$ cat src/rtl/shift_sequencer.sv
// Multi-cycle barrel shifter: one binary-weighted stage (16,8,4,2,1) per clock,
// fixed five-cycle SHIFT phase, then a one-cycle DONE pulse with a registered result.
module shift_sequencer #(
    parameter int WIDTH = 32
) (
    input  logic             clk,
    input  logic             rst,
    input  logic             start,
    input  logic [1:0]       op,
    input  logic [WIDTH-1:0] data,
    input  logic [4:0]       control,
    output logic             busy,
    output logic             done,
    output logic [WIDTH-1:0] dataOut
);

    typedef enum logic [1:0] {
        IDLE  = 2'b00,
        SHIFT = 2'b01,
        DONE  = 2'b10
    } state_e;

    typedef enum logic [1:0] {
        OP_SLL = 2'b00,
        OP_SRL = 2'b01,
        OP_SRA = 2'b10,
        OP_RSV = 2'b11
    } op_e;

    state_e           state_q, state_d;
    logic [2:0]       stage_q, stage_d;
    logic [4:0]       ctrl_q, ctrl_d;
    op_e              op_q, op_d;
    logic             sign_q, sign_d;
    logic [WIDTH-1:0] work_q, work_d;
    logic [WIDTH-1:0] result_q, result_d;

    logic [4:0]         shift_amt;
    logic [2*WIDTH-1:0] sra_ext;
    logic [WIDTH-1:0]   stage_val;

    // The control word is consumed MSB-first, so ctrl_q[4] always holds the bit
    // belonging to the stage currently being processed.
    always_comb begin
        shift_amt = 5'd1 << stage_q;
        sra_ext   = {{WIDTH{sign_q}}, work_q} >> shift_amt;
        stage_val = work_q;
        if (ctrl_q[4]) begin
            case (op_q)
                OP_SRL:  stage_val = work_q >> shift_amt;
                OP_SRA:  stage_val = sra_ext[WIDTH-1:0];
                default: stage_val = work_q << shift_amt;
            endcase
        end
    end

    // NOTE: every output and next-state is defaulted first so no path through
    // the case statement can leave a latch behind.
    always_comb begin
        state_d  = state_q;
        stage_d  = stage_q;
        ctrl_d   = ctrl_q;
        op_d     = op_q;
        sign_d   = sign_q;
        work_d   = work_q;
        result_d = result_q;
        busy     = 1'b0;
        done     = 1'b0;

        case (state_q)
            IDLE, DONE: begin
                done    = (state_q == DONE);
                state_d = IDLE;
                if (start) begin
                    work_d  = data;
                    ctrl_d  = control;
                    op_d    = op_e'(op);
                    sign_d  = data[WIDTH-1];
                    stage_d = 3'd4;
                    state_d = SHIFT;
                end
            end
            SHIFT: begin
                busy    = 1'b1;
                work_d  = stage_val;
                ctrl_d  = {ctrl_q[3:0], 1'b0};
                stage_d = stage_q - 3'd1;
                if (stage_q == 3'd0) begin
                    result_d = stage_val;
                    state_d  = DONE;
                end
            end
            default: state_d = IDLE;
        endcase
    end

    // NOTE: reset is synchronous and wins over start on the same edge, so a
    // request presented together with reset is simply dropped.
    always_ff @(posedge clk) begin
        if (!rst) begin
            state_q  <= IDLE;
            stage_q  <= 3'd0;
            ctrl_q   <= 5'd0;
            op_q     <= OP_SLL;
            sign_q   <= 1'b0;
            work_q   <= '0;
            result_q <= '0;
        end else begin
            state_q  <= state_d;
            stage_q  <= stage_d;
            ctrl_q   <= ctrl_d;
            op_q     <= op_d;
            sign_q   <= sign_d;
            work_q   <= work_d;
            result_q <= result_d;
        end
    end

    assign dataOut = result_q;

endmodule

$ cat config.mk
export PLATFORM = sky130hd
export DESIGN_NAME = shift_sequencer
export DESIGN_NICKNAME = d
export VERILOG_FILES = /design/src/rtl/shift_sequencer.sv
export SDC_FILE = /design/constraint.sdc
export NUM_CORES = 1
export LEC_CHECK = 0
export CORE_ASPECT_RATIO = 0.6
export CORE_UTILIZATION = 30
export DETAILED_ROUTE_END_ITERATION = 7
export PLACE_DENSITY = 0.5
export SYNTH_ARGS = -nofsm -noshare
export SYNTH_HDL_FRONTEND = slang
export SYNTH_SLANG_ARGS = --single-unit
$ cat constraint.sdc
create_clock -name clk -period 2.75 [get_ports clk]
set_input_delay 0.55 -clock clk [delete_from_list [all_inputs] [get_ports clk]]
set_output_delay 0.55 -clock clk [all_outputs]
set_load 0.005 [all_outputs]
After elaboration in Yosys (flattened, before gate mapping)
Cells that the tools add are included.

Reduce and logical (&&, ||, !) cells: 7. Div/mod/pow operators: 0. Muxes and demuxes: 13. Multiply operators: 0. Eq/ne operators: 6. Add/subtract/negate cells: 1. $lt $le $gt $ge: 0. Bitwise operators: 0. Shift-type cells: 4.

Operator list (number): $pmux 32 s2 (2); $mux 32 (2); $shr 64x5->32 (1); $shl 32x5->32 (1); $shr 32x5->32 (1); $pmux 5 s2 (1); $pmux 3 s2 (1); $reduce_and 2->1 (3); $mux 5 (1); $shl 1x3->5 const A (1); $eq 2x1->1 const B (2); $eq 2x2->1 const B (2); $ne 2x2->1 const B (2); $pmux 2 s2 (1); $logic_not 3->1 (1); $mux 1 (3); $mux 3 (1); $sub 3x1->3 const B (1); $logic_not 2->1 (1); $mux 2 (1); $reduce_bool 2->1 (1); $reduce_or 2->1 (1).

Memory bits (read-only): 0. Word-level logic and storage cells: 38. Output and inout bits: 34. Flip-flop bits (word level): 77. Latch bits: 0. Memories: 0. Memory bits (writable): 0.

Depth between registers and ports, before layout
Gate-level depths: netlist of run 1.

Depth in word-level cells: 5. Mapped depth: 13.

Least setup slack after synthesis of run 1
OpenSTA, ideal clock, no wires.

Kind: reg2reg. From: register stage_q[0]. To: register result_q[9], in the netlist dataOut[9]. Slack: 0.318 ns. Required time: 2.608 ns. Arrival time: 2.290 ns. Period minus slack after synthesis: 2.432 ns. Cell stages (with the launch flop): 11. Cell sequence: dfxtp_1 inv_1 ha_1 buf_6 nor2b_1 buf_2 mux2_2 a2bb2oi_2 nand2_1 a2111oi_2 a311oi_1.

Longest elaborated chain between the ends: 4.

RTL lines: from (decl) (line 31) `logic [2:0] stage_q, stage_d;`; from (signal assigned) (line 110) `stage_q <= stage_d;`; $shl 1x3->5 (line 45) `shift_amt = 5'd1 << stage_q;`; $shl 32x5->32 (tied with other cells) (line 52) `default: stage_val = work_q << shift_amt;`; $pmux 32 s2 (line 49) `case (op_q)`; $mux 32 (line 48) `if (ctrl_q[4]) begin`; to (signal assigned) (line 115) `result_q <= result_d;`; to (decl) (line 36) `logic [WIDTH-1:0] result_q, result_d;`.

Several ways; a longest one is shown, not always the timed one. A chain may end at the register's enable or synchronous reset.

Worst setup path in the final report of run 1
From: register stage_q[1]. To: register work_q[13].

Longest elaborated chain between the ends: 5.

RTL lines: $shl 1x3->5 * (line 45); $shl 32x5->32 (tied with other cells) (line 52); $pmux 32 s2 * (line 49); $mux 32 * (line 48); $pmux 32 s2 * (line 70) `case (state_q)`; to (signal assigned) (line 114) `work_q <= work_d;`; to (decl) (line 35) `logic [WIDTH-1:0] work_q, work_d;`.

Mark *: on every way between the ends. The rest lies on a longest branch, timed or not.

==> results.yml, run 1 <==
yosys:
  yosys.area.top_type_share_pct: 19.1
  synth-main-ff-cell: "dfxtp_1"
  synth_area_leaders: "dfxtp_1, mux4_2, a22oi_1"
  yosys_warnings: 0
  avgSynthCellArea_um2: 7.83
  syn_inst: 1032
  async_flop_share_pct: 0
  yosysUniqueCellTypes: 99
  synth_nets: 1080
  synth.largest_area_cell: "dfxtp_1"
  synthesis.area_um2: 8080
  seq_area_frac_synth_pct: 19.1
  synth_edf_count: 0
  synth-seq-cells: 77
  synth.most_common_cell: "nand2_1"
  synth_commonest_cells: "nand2_1, dfxtp_1, nor2_1"
grt:
  antenna_found_initial: 2
  grt_first_pass_wirelength_um: 73400
  grtUsageTotal_pct: 37.3
  gr-total-overflow: 0
  grt_pass1_vias: 9609
  grt_max_degree: 48
status:
  violations: "setup timing"
  status: "finished, violations left"
finish:
  final_nets: 1296
  area_growth_pct: 40.9
  final_cells: 1615
  n_fill_cell: 2712
  drive_above_1_share_pct: 32.9
floorplanning:
  coreArea_um2: 26400
  die_h_um: 129
  start_util_pct: 30.6
  dieArea_um2: 27600
  rows: 46
  ios: 76
  fp.dieW_um: 214
critical_path:
  cp_max_fo: 12
  critPathRequiredTime_ns: 2.96
  reg2reg_from: "stage_q[1]$_SDFFE_PN0P_"
  cp-end-kind: "flip-flop"
  timing.rr.end: "work_q[13]$_SDFFE_PN0P_"
  arrival_ns: 2.99
  r2r_slack_ns: -0.02
  worstSetupStartpointType: "flip-flop"
  criticalPathCategory: "flip-flop to flip-flop"
  r2r_cells: 10
clocking:
  clock_path_buffers: 2
  cts_tree: "done"
  ctsRootBufferMaster: "clkbuf_16"
  cts.sinks: 77
  cts_hold_buf: 0
  h-tree-depth: 3
  numCtsBuffers: 9
  clk_pin_slew_ns: 0.06
  insertion_delay_ns: 0.37
place:
  portBuffers: 75
  routabilityCongestion: 1.09
  place_ws_ns: -0.312
  dpl.hpwl_um: 40800
  place_inst: 1583
min_path:
  min-delay-start: "dataOut[4]$_SDFFE_PN0P_"
  hold_class: "flip-flop to flip-flop"
  hold_end: "dataOut[4]$_SDFFE_PN0P_"
  whs_path_depth: 2
sta:
  post-route-period-util_pct: 101
  final.setup.tns_ns: -0.0241
  fmax_mhz: 360
  hold_viol: 0
  whs_ns: 0.457
  maxSlewHeadroom_pct: 54.3
  worst_slack_ns: -0.0241
  rsz0062_at_grt: "yes"
  worst_slew_pin_slew_ns: 0.685
  skew_ns: 0.00744
  setup_viol: 1
  fin_crit_ns: 2.77
  slew_violations: 0
route:
  wl_per_cell_um: 32.4
  via_count: 10499
  drc: 0
  first_pass_iters: 7
  totalWireLength_um: 52300
  viasPerCell: 6.50
  drtIter0Drc: 1430
  drtAntennaViolNets: 0
job:
  max-cap-violations: 0
power:
  pwr_density_cell_nw_per_um2: 548
  fin_total_pwr_mw: 6.25
  ir_drop_v: 0.000258
  p_leak_nw: 4.36
-- worst max-delay path, stage by stage, from the launching register on --
cell	delay, ns
dfxtp_4	0.36
inv_4	0.08
ha_4	0.23
buf_12	0.17
mux2_2	0.35
o22ai_1	0.37
o22ai_1	0.35
o2bb2ai_1	0.23
nor4_2	0.18
buf_4	0.19
o32ai_1	0.09
-- power by group --
| part | leakage, nW | switching [mW] | internal (mW) | total (mW) |
|---|---|---|---|---|
| Clock | 0.125 | 0.524 | 0.605 | 1.13 |
| Sequential | 0.632 | 0.197 | 1.21 | 1.41 |
| Combinational | 3.60 | 2.13 | 1.58 | 3.71 |
| Total | 4.36 | 2.85 | 3.39 | 6.25 |
-- cells by family after synthesis --
| logic type | Yosys count | synth area share (%) |
|---|---|---|
| AO/OA/AOI/OAI | 420 | 38.5 |
| adder cells (fa/ha/maj) | 6 | 0.929 |
| buffers and inverters | 153 | 9.50 |
| flip-flops | 77 | 19.1 |
| multiplexers | 71 | 12.2 |
| AND/OR/NAND/NOR | 305 | 19.8 |
-- timing repair --
action	in CTS	in global routing
pin swaps	3	12
buffers inserted	7	7
endpoints found under the setup margin	28	52
cloned	0	1
gates resized for setup	18	53
-- layout make-up --
| type | count | area (um2) | share of cell area (%) |
|---|---|---|---|
| Clock inverter | 4 | 26.3 | 0.231 |
| Sequential cell | 77 | 1550 | 13.6 |
| Tap cell | 360 | 450 | 3.95 |
| Multi-Input combinational cell | 802 | 6120 | 53.7 |
| Antenna cell | 3 | 7.51 | 0.0659 |
| Inverter | 19 | 73.8 | 0.648 |
| Timing Repair Buffer | 339 | 2930 | 25.8 |
| Clock buffer | 11 | 233 | 2.04 |
-- metal layers --
metal | GRT usage, % | vias to the layer above | share of wire [%]
li1 | - | 4469 | -
met1 | 53.3 | 5135 | 45
met2 | 52.2 | 764 | 39
met3 | 12.1 | 131 | 13
met4 | 11.6 | 0 | 3.2
met5 | 0 | - | 0
-- cells in the final DEF, fill, tap and decap left out, drive strengths merged, types with 13 or more instances in the layout --
master	netlist	layout
a22oi	45	45
dfxtp	77	77
mux4	19	19
nand2b	13	13
a31oi	13	13
o21ai	72	72
o211ai	33	33
o22ai	32	32
nand2	81	81
clkdlybuf4s50	0	74
nand3	30	30
mux2i	30	30
a2bb2oi	15	15
a221oi	15	15
nor2	78	78
nor3	22	22
inv	18	18
mux2	22	22
a21oi	64	64
buf	58	264
-- state kept, by name, indices dropped and copies added (netlist names) --
register,flops
dataOut,32
work_q,32
sign_q,1
ctrl_q,5
state_q,2
op_q,2
stage_q,3
-- metrics by stage --
| stage | area, um2 | util, % |
|---|---|---|
| after floorplan | 8080 | - |
| after global placement | 10700 | 40.3 |
| after CTS | 11100 | 41.9 |
| after detailed placement | 10700 | 40.3 |
| final | 11400 | 43.1 |
| after global routing | 11400 | 43.1 |
-- how the worst max path moves through the flow --
stage,from,depth (start not counted),end
detailed placement,stage_q[1]$_SDFFE_PN0P_,11,work_q[17]$_SDFFE_PN0P_
global placement,stage_q[1]$_SDFFE_PN0P_,11,work_q[17]$_SDFFE_PN0P_
finish,stage_q[1]$_SDFFE_PN0P_,10,work_q[13]$_SDFFE_PN0P_
floorplan,stage_q[0]$_SDFFE_PN0P_,10,dataOut[9]$_SDFFE_PN0P_
CTS,stage_q[0]$_SDFFE_PN0P_,11,work_q[22]$_SDFFE_PN0P_
global route,stage_q[1]$_SDFFE_PN0P_,11,dataOut[9]$_SDFFE_PN0P_
No activity file was read; power rests on OpenSTA's default activity.
==> inputs of run 2 (changes only) <==
- clock period: 2.75 -> 3.44 ns (I/O delays scaled with it)
==> results.yml, run 2 (same netlist as run 1, synthesis figures left out) <==
min_path:
  hold_class: "flip-flop to flip-flop"
critical_path:
  criticalPathCategory: "flip-flop to flip-flop"
  worstSetupStartpointType: "flip-flop"
  arrival_ns: 3.57
  cp_max_fo: 49
  cp-end-kind: "flip-flop"
  critPathRequiredTime_ns: 3.66
power:
  swShare_pct: 46.6
  ir_drop_v: 0.000311
  netSwitchingPower_mw: 2.17
  p_comb_share_pct: 52.1
  pwr_density_cell_nw_per_um2: 470
  internal_power_mw: 2.49
  p_seq_share_pct: 24.8
  p_clk_share_pct: 23.1
  fin_total_pwr_mw: 4.66
  p_leak_nw: 3.58
place:
  portBuffers: 75
  place_inst: 1451
  dpl.hpwl_um: 39200
  routabilityCongestion: 1.07
  place_area_um2: 9590
grt:
  antenna_found_initial: 2
  grt_pass1_vias: 9277
  gr-total-overflow: 0
  grt_first_pass_wirelength_um: 72500
  grt_max_degree: 50
  grtUsageTotal_pct: 36.7
sta:
  final.setup.tns_ns: 0
  hold_viol: 0
  fin_crit_ns: 3.34
  fmax_mhz: 299
  skew_ns: 0.0121
  worst_slew_pin_slew_ns: 0.840
  post-route-period-util_pct: 97.2
  slew_violations: 0
  setup_viol: 0
  rsz0062_at_grt: "no"
  maxSlewHeadroom_pct: 44.0
route:
  via_count: 10106
  drtAntennaViolNets: 0
  drc: 0
  viasPerCell: 6.89
  wl_per_cell_um: 35.0
  drtIter0Drc: 1427
  first_pass_iters: 6
  totalWireLength_um: 51400
finish:
  final_core_util_pct: 37.5
  final_common_cell: "buf_4"
  drive_above_1_share_pct: 20.0
  finalInstanceArea_um2: 9920
  area_growth_pct: 22.7
  final_cells: 1467
  layout_common_cells: "buf_4, nand2_1, nor2_1, dfxtp_1, clkdlybuf4s50_1"
  final_nets: 1150
  n_fill_cell: 2808
  diodes: 0
clocking:
  cts_tree: "done"
  h-tree-depth: 3
  cts.sinks: 77
  clock_path_buffers: 2
  ctsRootBufferMaster: "clkbuf_16"
  insertion_delay_ns: 0.37
  clk_pin_slew_ns: 0.07
  numCtsBuffers: 9
status:
  status: "finished, final reports clean"
floorplanning:
  start_util_pct: 30.6
  coreArea_um2: 26400
  die_h_um: 129
  ios: 76
  fp.dieW_um: 214
  rows: 46
  dieArea_um2: 27600
job:
  max-cap-violations: 0
-- run 2: cell types whose count changed in the layout (fill, tap and decap cells not counted), sizes merged --
cell,change
buf,-145
diode,-3
bufinv,+2
clkbuf,-2
clkinv,+1
clkinvlp,-1
-- run 2: power by group through the flow --
stage / Combinational (mW) / Clock [mW] / Sequential [mW]
2_1_floorplan: 1.38 / 0 / 1.02
3_3_place_gp: 2.35 / 0 / 1.16
3_5_place_dp: 2.30 / 0 / 1.16
4_1_cts: 2.31 / 1.09 / 1.14
5_1_grt: 2.49 / 1.12 / 1.15
6_report: 2.43 / 1.08 / 1.16
-- run 2: per-layer routing --
layer	part of all wire (%)	up-vias	global-route usage, %
li1	-	4171	-
met1	45	5020	52.7
met2	39	789	50.7
met3	14	124	13.3
met4	2.7	2	10.2
met5	0.019	-	0
-- run 2: worst paths after layout --
path / startpoint / to / slack [ns] / depth (start not counted)
max: stage_q[0]$_SDFFE_PN0P_ / work_q[17]$_SDFFE_PN0P_ / 0.1 / 9
min: op_q[1]$_SDFFE_PN0P_ / op_q[1]$_SDFFE_PN0P_ / 0.46 / 2
max reg2reg: stage_q[0]$_SDFFE_PN0P_ / work_q[17]$_SDFFE_PN0P_ / 0.1 / 9
min reg2reg: op_q[1]$_SDFFE_PN0P_ / op_q[1]$_SDFFE_PN0P_ / 0.46 / 2
-- run 2: final cells by class --
cell class / instances / area (um2) / share of cell area, %
clock inverters: 6 / 87.6 / 0.883
clock buffers: 10 / 229 / 2.31
flip-flops and latches: 77 / 1540 / 15.6
inverters: 19 / 71.3 / 0.719
repair buffers: 193 / 1720 / 17.3
well taps: 360 / 450 / 4.54
multi-input cells: 802 / 5820 / 58.6
-- run 2: critical path, cell delays in order (launching register included) --
cell,delay (ns)
dfxtp_1,0.35
inv_1,0.16
ha_4,0.36
buf_12,0.32
mux2_2,0.37
o22ai_1,0.39
o211a_2,0.41
o211ai_1,0.21
a21oi_1,0.44
o32ai_1,0.15
-- run 2: stage by stage --
stage                     setup WS (ns)  hold WS, ns
after global routing             0.0173        0.480
after global placement            0.191        0.449
after CTS                         0.201        0.466
after floorplan                    1.01        0.436
final                            0.0967        0.463
after detailed placement          0.218        0.455
-- run 2: timing repair --
| item | 4_1_cts | 5_1_grt |
|---|---|---|
| setup endpoints to repair | 0 | 5 |
| setup buffers | 0 | 0 |
| gates resized for setup | 0 | 2 |
| hold buffers | 0 | 0 |
